### src/rtl/rdi_sb_pkg.sv
// Shared RDI sideband definitions: default widths, arbiter state encoding, watchdog default.
package rdi_sb_pkg;

  localparam int unsigned MSG_W_DEF          = 4;
  localparam int unsigned TIMEOUT_CYCLES_DEF = 1024;
  localparam int unsigned GAP_W              = 4;

  typedef enum logic [1:0] {
    ST_IDLE = 2'd0,
    ST_SEND = 2'd1,
    ST_GAP  = 2'd2
  } arb_state_e;

endpackage

### src/rtl/rdi_rr_pick.sv
// Combinational round-robin picker: first set request at or after ptr+1 (mod NUM_REQ).
module rdi_rr_pick #(
  parameter int unsigned NUM_REQ = 3,
  localparam int unsigned IDX_W  = $clog2(NUM_REQ)
) (
  input  logic [NUM_REQ-1:0] req,
  input  logic [IDX_W-1:0]   ptr,
  output logic [NUM_REQ-1:0] gnt,
  output logic [IDX_W-1:0]   idx
);

  // Scan candidates ptr+1 .. ptr+NUM_REQ, keep the first hit.
  always_comb begin
    int unsigned cand;
    logic        found;
    gnt   = '0;
    idx   = '0;
    found = 1'b0;
    cand  = 0;
    for (int unsigned i = 1; i <= NUM_REQ; i++) begin
      cand = (32'(ptr) + i) % NUM_REQ;
      if (!found && req[IDX_W'(cand)]) begin
        found                = 1'b1;
        gnt[IDX_W'(cand)]    = 1'b1;
        idx                  = IDX_W'(cand);
      end
    end
  end

endmodule

### src/rtl/rdi_sb_msg_arbiter.sv
// Round-robin arbiter for the RDI sideband TX message channel.
// Grant held until sideband done, followed by GAP_CYCLES idle cycles.
// Optional SEND watchdog enabled by defining RDI_SB_ARB_TIMEOUT_EN.
module rdi_sb_msg_arbiter
  import rdi_sb_pkg::*;
#(
  parameter int unsigned NUM_REQ        = 3,
  parameter int unsigned MSG_W          = MSG_W_DEF,
  parameter int unsigned GAP_CYCLES     = 1,
  parameter int unsigned TIMEOUT_CYCLES = TIMEOUT_CYCLES_DEF
) (
  input  logic                     lclk,
  input  logic                     sys_rst,
  input  logic [NUM_REQ-1:0]       i_req,
  input  logic [NUM_REQ*MSG_W-1:0] i_msg,
  input  logic                     i_sb_done_send,
  output logic [MSG_W-1:0]         o_tx_sb_message,
  output logic                     o_tx_msg_valid,
  output logic [NUM_REQ-1:0]       o_grant,
  output logic [NUM_REQ-1:0]       o_done_pulse,
  output logic                     o_busy,
  output logic                     o_timeout
);

  localparam int unsigned IDX_W = $clog2(NUM_REQ);

  if (NUM_REQ < 2 || NUM_REQ > 8) begin : g_bad_num_req
    $error("rdi_sb_msg_arbiter: NUM_REQ must be 2..8");
  end
  if (GAP_CYCLES > 15) begin : g_bad_gap
    $error("rdi_sb_msg_arbiter: GAP_CYCLES must be 0..15");
  end
  if (TIMEOUT_CYCLES < 1) begin : g_bad_timeout
    $error("rdi_sb_msg_arbiter: TIMEOUT_CYCLES must be >= 1");
  end

  arb_state_e          state, state_d;
  logic [IDX_W-1:0]    ptr, ptr_d;
  logic [IDX_W-1:0]    owner, owner_d;
  logic [GAP_W-1:0]    gap_cnt, gap_cnt_d;
  logic                first, first_d;
  logic [MSG_W-1:0]    msg_d;
  logic                valid_d;
  logic [NUM_REQ-1:0]  grant_d;
  logic [NUM_REQ-1:0]  done_pulse_d;
  logic                busy_d;
  logic [NUM_REQ-1:0]  pick_gnt;
  logic [IDX_W-1:0]    pick_idx;
  arb_state_e          after_send;

`ifdef RDI_SB_ARB_TIMEOUT_EN
  localparam int unsigned TO_W = $clog2(TIMEOUT_CYCLES + 1);
  logic [TO_W-1:0] to_cnt, to_cnt_d;
  logic            timeout_d;
`else
  assign o_timeout = 1'b0;
`endif

  assign after_send = (GAP_CYCLES > 0) ? ST_GAP : ST_IDLE;

  rdi_rr_pick #(.NUM_REQ(NUM_REQ)) u_pick (
    .req (i_req),
    .ptr (ptr),
    .gnt (pick_gnt),
    .idx (pick_idx)
  );

  // Next-state and next-output logic.
  always_comb begin
    state_d      = state;
    ptr_d        = ptr;
    owner_d      = owner;
    gap_cnt_d    = gap_cnt;
    first_d      = 1'b0;
    msg_d        = o_tx_sb_message;
    valid_d      = o_tx_msg_valid;
    grant_d      = o_grant;
    done_pulse_d = '0;
`ifdef RDI_SB_ARB_TIMEOUT_EN
    to_cnt_d     = to_cnt;
    timeout_d    = 1'b0;
`endif
    unique case (state)
      ST_IDLE: begin
        if (|i_req) begin
          msg_d   = i_msg[32'(pick_idx)*MSG_W +: MSG_W];
          grant_d = pick_gnt;
          owner_d = pick_idx;
          valid_d = 1'b1;
          first_d = 1'b1;
          state_d = ST_SEND;
`ifdef RDI_SB_ARB_TIMEOUT_EN
          to_cnt_d = '0;
`endif
        end
      end
      ST_SEND: begin
`ifdef RDI_SB_ARB_TIMEOUT_EN
        to_cnt_d = to_cnt + TO_W'(1);
`endif
        if (i_sb_done_send && !first) begin
          valid_d      = 1'b0;
          grant_d      = '0;
          done_pulse_d = o_grant;
          ptr_d        = owner;
          gap_cnt_d    = '0;
          state_d      = after_send;
        end
`ifdef RDI_SB_ARB_TIMEOUT_EN
        else if (to_cnt == TO_W'(TIMEOUT_CYCLES - 1)) begin
          valid_d   = 1'b0;
          grant_d   = '0;
          timeout_d = 1'b1;
          ptr_d     = owner;
          gap_cnt_d = '0;
          state_d   = after_send;
        end
`endif
      end
      ST_GAP: begin
        if ((5'(gap_cnt) + 5'd1) >= 5'(GAP_CYCLES)) begin
          gap_cnt_d = '0;
          state_d   = ST_IDLE;
        end else begin
          gap_cnt_d = gap_cnt + GAP_W'(1);
        end
      end
      default: state_d = ST_IDLE;
    endcase
    busy_d = (state_d != ST_IDLE);
  end

  // State and registered outputs.
  always_ff @(posedge lclk) begin
    if (sys_rst) begin
      state           <= ST_IDLE;
      ptr             <= IDX_W'(NUM_REQ - 1);
      owner           <= '0;
      gap_cnt         <= '0;
      first           <= 1'b0;
      o_tx_sb_message <= '0;
      o_tx_msg_valid  <= 1'b0;
      o_grant         <= '0;
      o_done_pulse    <= '0;
      o_busy          <= 1'b0;
`ifdef RDI_SB_ARB_TIMEOUT_EN
      to_cnt          <= '0;
      o_timeout       <= 1'b0;
`endif
    end else begin
      state           <= state_d;
      ptr             <= ptr_d;
      owner           <= owner_d;
      gap_cnt         <= gap_cnt_d;
      first           <= first_d;
      o_tx_sb_message <= msg_d;
      o_tx_msg_valid  <= valid_d;
      o_grant         <= grant_d;
      o_done_pulse    <= done_pulse_d;
      o_busy          <= busy_d;
`ifdef RDI_SB_ARB_TIMEOUT_EN
      to_cnt          <= to_cnt_d;
      o_timeout       <= timeout_d;
`endif
    end
  end

endmodule
### config.mk
export PLATFORM = sky130hd
export DESIGN_NAME = rdi_sb_msg_arbiter
export DESIGN_NICKNAME = d
export VERILOG_FILES = /design/src/rtl/rdi_sb_pkg.sv /design/src/rtl/rdi_rr_pick.sv /design/src/rtl/rdi_sb_msg_arbiter.sv
export SDC_FILE = /design/constraint.sdc
export NUM_CORES = 1
export LEC_CHECK = 0
export ABC_AREA = 1
export BUFFER_PORTS_ARGS = -buffer_cell sky130_fd_sc_hd__buf_4
export CORE_MARGIN = 2
export CORE_UTILIZATION = 45
export CTS_CLUSTER_SIZE = 25
export DETAILED_ROUTE_END_ITERATION = 16
export GPL_ROUTABILITY_DRIVEN = 0
export PLACE_DENSITY = 0.69
export SYNTH_ARGS = -nofsm -noshare
export SYNTH_HDL_FRONTEND = slang
export SYNTH_SLANG_ARGS = --single-unit
### constraint.sdc
create_clock -name lclk -period 2.2 [get_ports lclk]
set_input_delay 0.44 -clock lclk [delete_from_list [all_inputs] [get_ports lclk]]
set_output_delay 0.44 -clock lclk [all_outputs]
set_load 0.05 [all_outputs]
==> results.toml <==
[critical_path]
reg2reg_to = "o_tx_sb_message[0]$_SDFFE_PP0P_"
timing.rr.start = "ptr[0]$_SDFFE_PP0P_"
criticalPathCategory = "flop to flop"
crit_arrival_ns = 2.16
crit_fanout = 8
r2r_slack_ns = 0.25
crit_path_end_kind = "flop"
cp.required_ns = 2.41
startpoint_type = "flop"
reg2regPathDepth = 15

[die]
core_area_sq_um = 2710
die_h_microns = 57.2
start_util_pct = 47.0
rows = 19
dieArea_sq_um = 3270
die_w_microns = 57.2
pin_count = 31

[timing]
setup-tns-final_ns = 0
slew_viol_final = 0
hold_viol = 0
finalCritPeriodShare_pct = 88.7
fin_skew_ns = 0.00399
fin_crit_ns = 1.95
rsz0062_at_grt = "false"
setup_viol = 0
clock.fmax_mhz = 512

[route]
wl_microns = 2740
drtPass1Iterations = 4
routedWlPerCell_microns = 11.1
vias = 1207
drc = 0
avgViaCountPerCell = 4.89
antenna_left = 0
drt_iter0_markers = 31

[clocking]
tritoncts = "built"
path_clk_slew_ns = 0.12
postCtsResizedCells = 0
hold_buffers = 0
htreeDepth = 1
clock_path_buffers = 2
cts_buffers = 3
cts.sinks = 23
root_buffer = "clkbuf_4"
clock_insertion_delay_worst_skew_ns = 0.30
post_cts_buffers = 0

[finish]
area_growth_pct = 21.9
final_util_pct = 57.2
multi_input_area_sq_um = 681
antenna_cells = 0
fillers = 273
seqCellArea_sq_um = 462
drive_gt1_share_pct = 23.6
nets = 241

[hold_path]
hp-class = "primary input to flop"
hold_start = "sys_rst"
worstHoldPathCells = 2
worstHoldEndpoint = "o_busy$_SDFF_PP0_"

[synthesis]
syn_area_sq_um = 1270
ys.flop_type = "dfxtp_1"
synth_top_cell_area_share_pct = 36.2
synth_area_leaders = "dfxtp_1, nand2_1, inv_1"
synth_nets = 209
synth_edf_count = 0
async_flop_share_pct = 0
yosysMostFrequentCell = "nand2_1"
ys_seq_area_share_pct = 36.2
yosys-top-cells-count = "nand2_1, inv_1, dfxtp_1, nor2_1, nand3_1"
ys_types = 25
syn_inst = 185
synth_seq_cells = 23
yosysTopAreaCell = "dfxtp_1"
syn_area_per_cell_sq_um = 6.88
ys.warnings.count = 0

[grt]
grt_overflow = 0
first_global_vias = 1190
grt_util_all_layers_pct = 18.5
grt_max_degree = 14
grt_pass1_wl_microns = 4840
antenna_found_initial = 0

[place]
hpwl_microns = 2220
port_buffers = 29

[run_status]
status = "finished clean"

[flow_run]
max-cap-violations = 0

[pwr]
cellPowerDensity_nw_per_um2 = 745
irDropWorstVdd_mv = 0.578
power.leakage_nw = 0.806
worst max-delay path: stages, from the launching register on:
cell	delay [ns]
dfxtp_1	0.38
inv_1	0.11
ha_4	0.32
inv_2	0.06
nand2_1	0.07
nand3_2	0.09
nand2_4	0.11
nand3_2	0.11
clkinv_2	0.08
nand2_1	0.10
nand2_4	0.13
inv_1	0.07
nand2_1	0.06
nand2_1	0.04
nand2_1	0.07
nand2_1	0.06
worst max-delay path by stage:
| stage | start | end | depth (start not counted) | slack [ns] |
|---|---|---|---|---|
| global placement | ptr[0]$_SDFFE_PP0P_ | o_tx_sb_message[0]$_SDFFE_PP0P_ | 14 | 0.27 |
| finish | ptr[0]$_SDFFE_PP0P_ | o_tx_sb_message[0]$_SDFFE_PP0P_ | 15 | 0.25 |
| floorplan | ptr[0]$_SDFFE_PP0P_ | o_tx_sb_message[0]$_SDFFE_PP0P_ | 15 | 0.39 |
| global route | ptr[0]$_SDFFE_PP0P_ | o_tx_sb_message[0]$_SDFFE_PP0P_ | 15 | 0.03 |
| detailed placement | ptr[0]$_SDFFE_PP0P_ | o_tx_sb_message[0]$_SDFFE_PP0P_ | 15 | 0.16 |
| CTS | ptr[0]$_SDFFE_PP0P_ | o_tx_sb_message[0]$_SDFFE_PP0P_ | 15 | 0.13 |
state kept, by name, indices dropped and copies added (netlist names):
register	count
o_tx_sb_message	4
owner	2
state	2
o_busy	1
o_done_pulse	3
first	1
o_grant	3
gap_cnt	4
o_tx_msg_valid	1
ptr	2
routing by layer:
| layer | GRT usage (%) | part of all wire [%] |
|---|---|---|
| met1 | 22.3 | 44 |
| met2 | 33.0 | 53 |
| met3 | 2.95 | 2.7 |
| met4 | 6.64 | 0.62 |
| met5 | 0 | 0 |
layout by cell type, fill, tap and decap left out, types with 2 or more instances in the layout:
master,netlist,layout
nand2_2,2,2
o21ai_0,8,8
nand2_4,5,5
nor2_1,20,20
nor2_4,2,2
nor3_1,4,4
a21oi_1,8,8
nand2_1,46,46
o211ai_1,2,2
dfxtp_1,23,22
inv_1,28,28
clkbuf_4,0,3
ha_1,6,5
clkinv_2,1,2
inv_2,3,3
buf_4,1,29
nand3_2,2,2
o22ai_1,2,2
nand3_1,15,15
stage by stage:
step / power, mW / instances / setup WS [ns] / area, sq um / hold WS [ns]
global placement: 0.957 / 243 / 0.274 / 1510 / 0.436
detailed placement: 0.968 / 243 / 0.160 / 1510 / 0.442
CTS: 1.16 / 247 / 0.129 / 1540 / 0.386
global route: 1.24 / 247 / 0.0271 / 1550 / 0.408
floorplan: 0.844 / 185 / 0.395 / 1270 / 0.425
finish: 1.16 / 247 / 0.248 / 1550 / 0.392
cells by family (layout without fill, tap and decap cells):
kind of cell               after synthesis  count (layout)  share of synthesized area [%]
AOI/OAI and AO/OA                       23              23                           10.1
adders and majority gates                6               6                           5.90
buffers and inverters                   35              66                           11.3
DFF                                     23              23                           36.2
other                                    1               1                          0.295
and+or+nand+nor                         97              97                           36.2
final cells by class:
class	instances	share of cell area, %
Clock buffer	3	1.45
Clock inverter	1	0.323
Timing Repair Buffer	29	14.0
Sequential cell	23	29.8
Tap cell	31	2.50
Multi-Input combinational cell	127	43.9
Inverter	33	8.06
power by group:
group / internal (mW) / leakage [nW] / switching [mW]
Clock: 0.0678 / 0.0177 / 0.122
Sequential: 0.460 / 0.188 / 0.0218
Combinational: 0.157 / 0.600 / 0.328
Note: power is estimated with default switching activity, not from simulation.
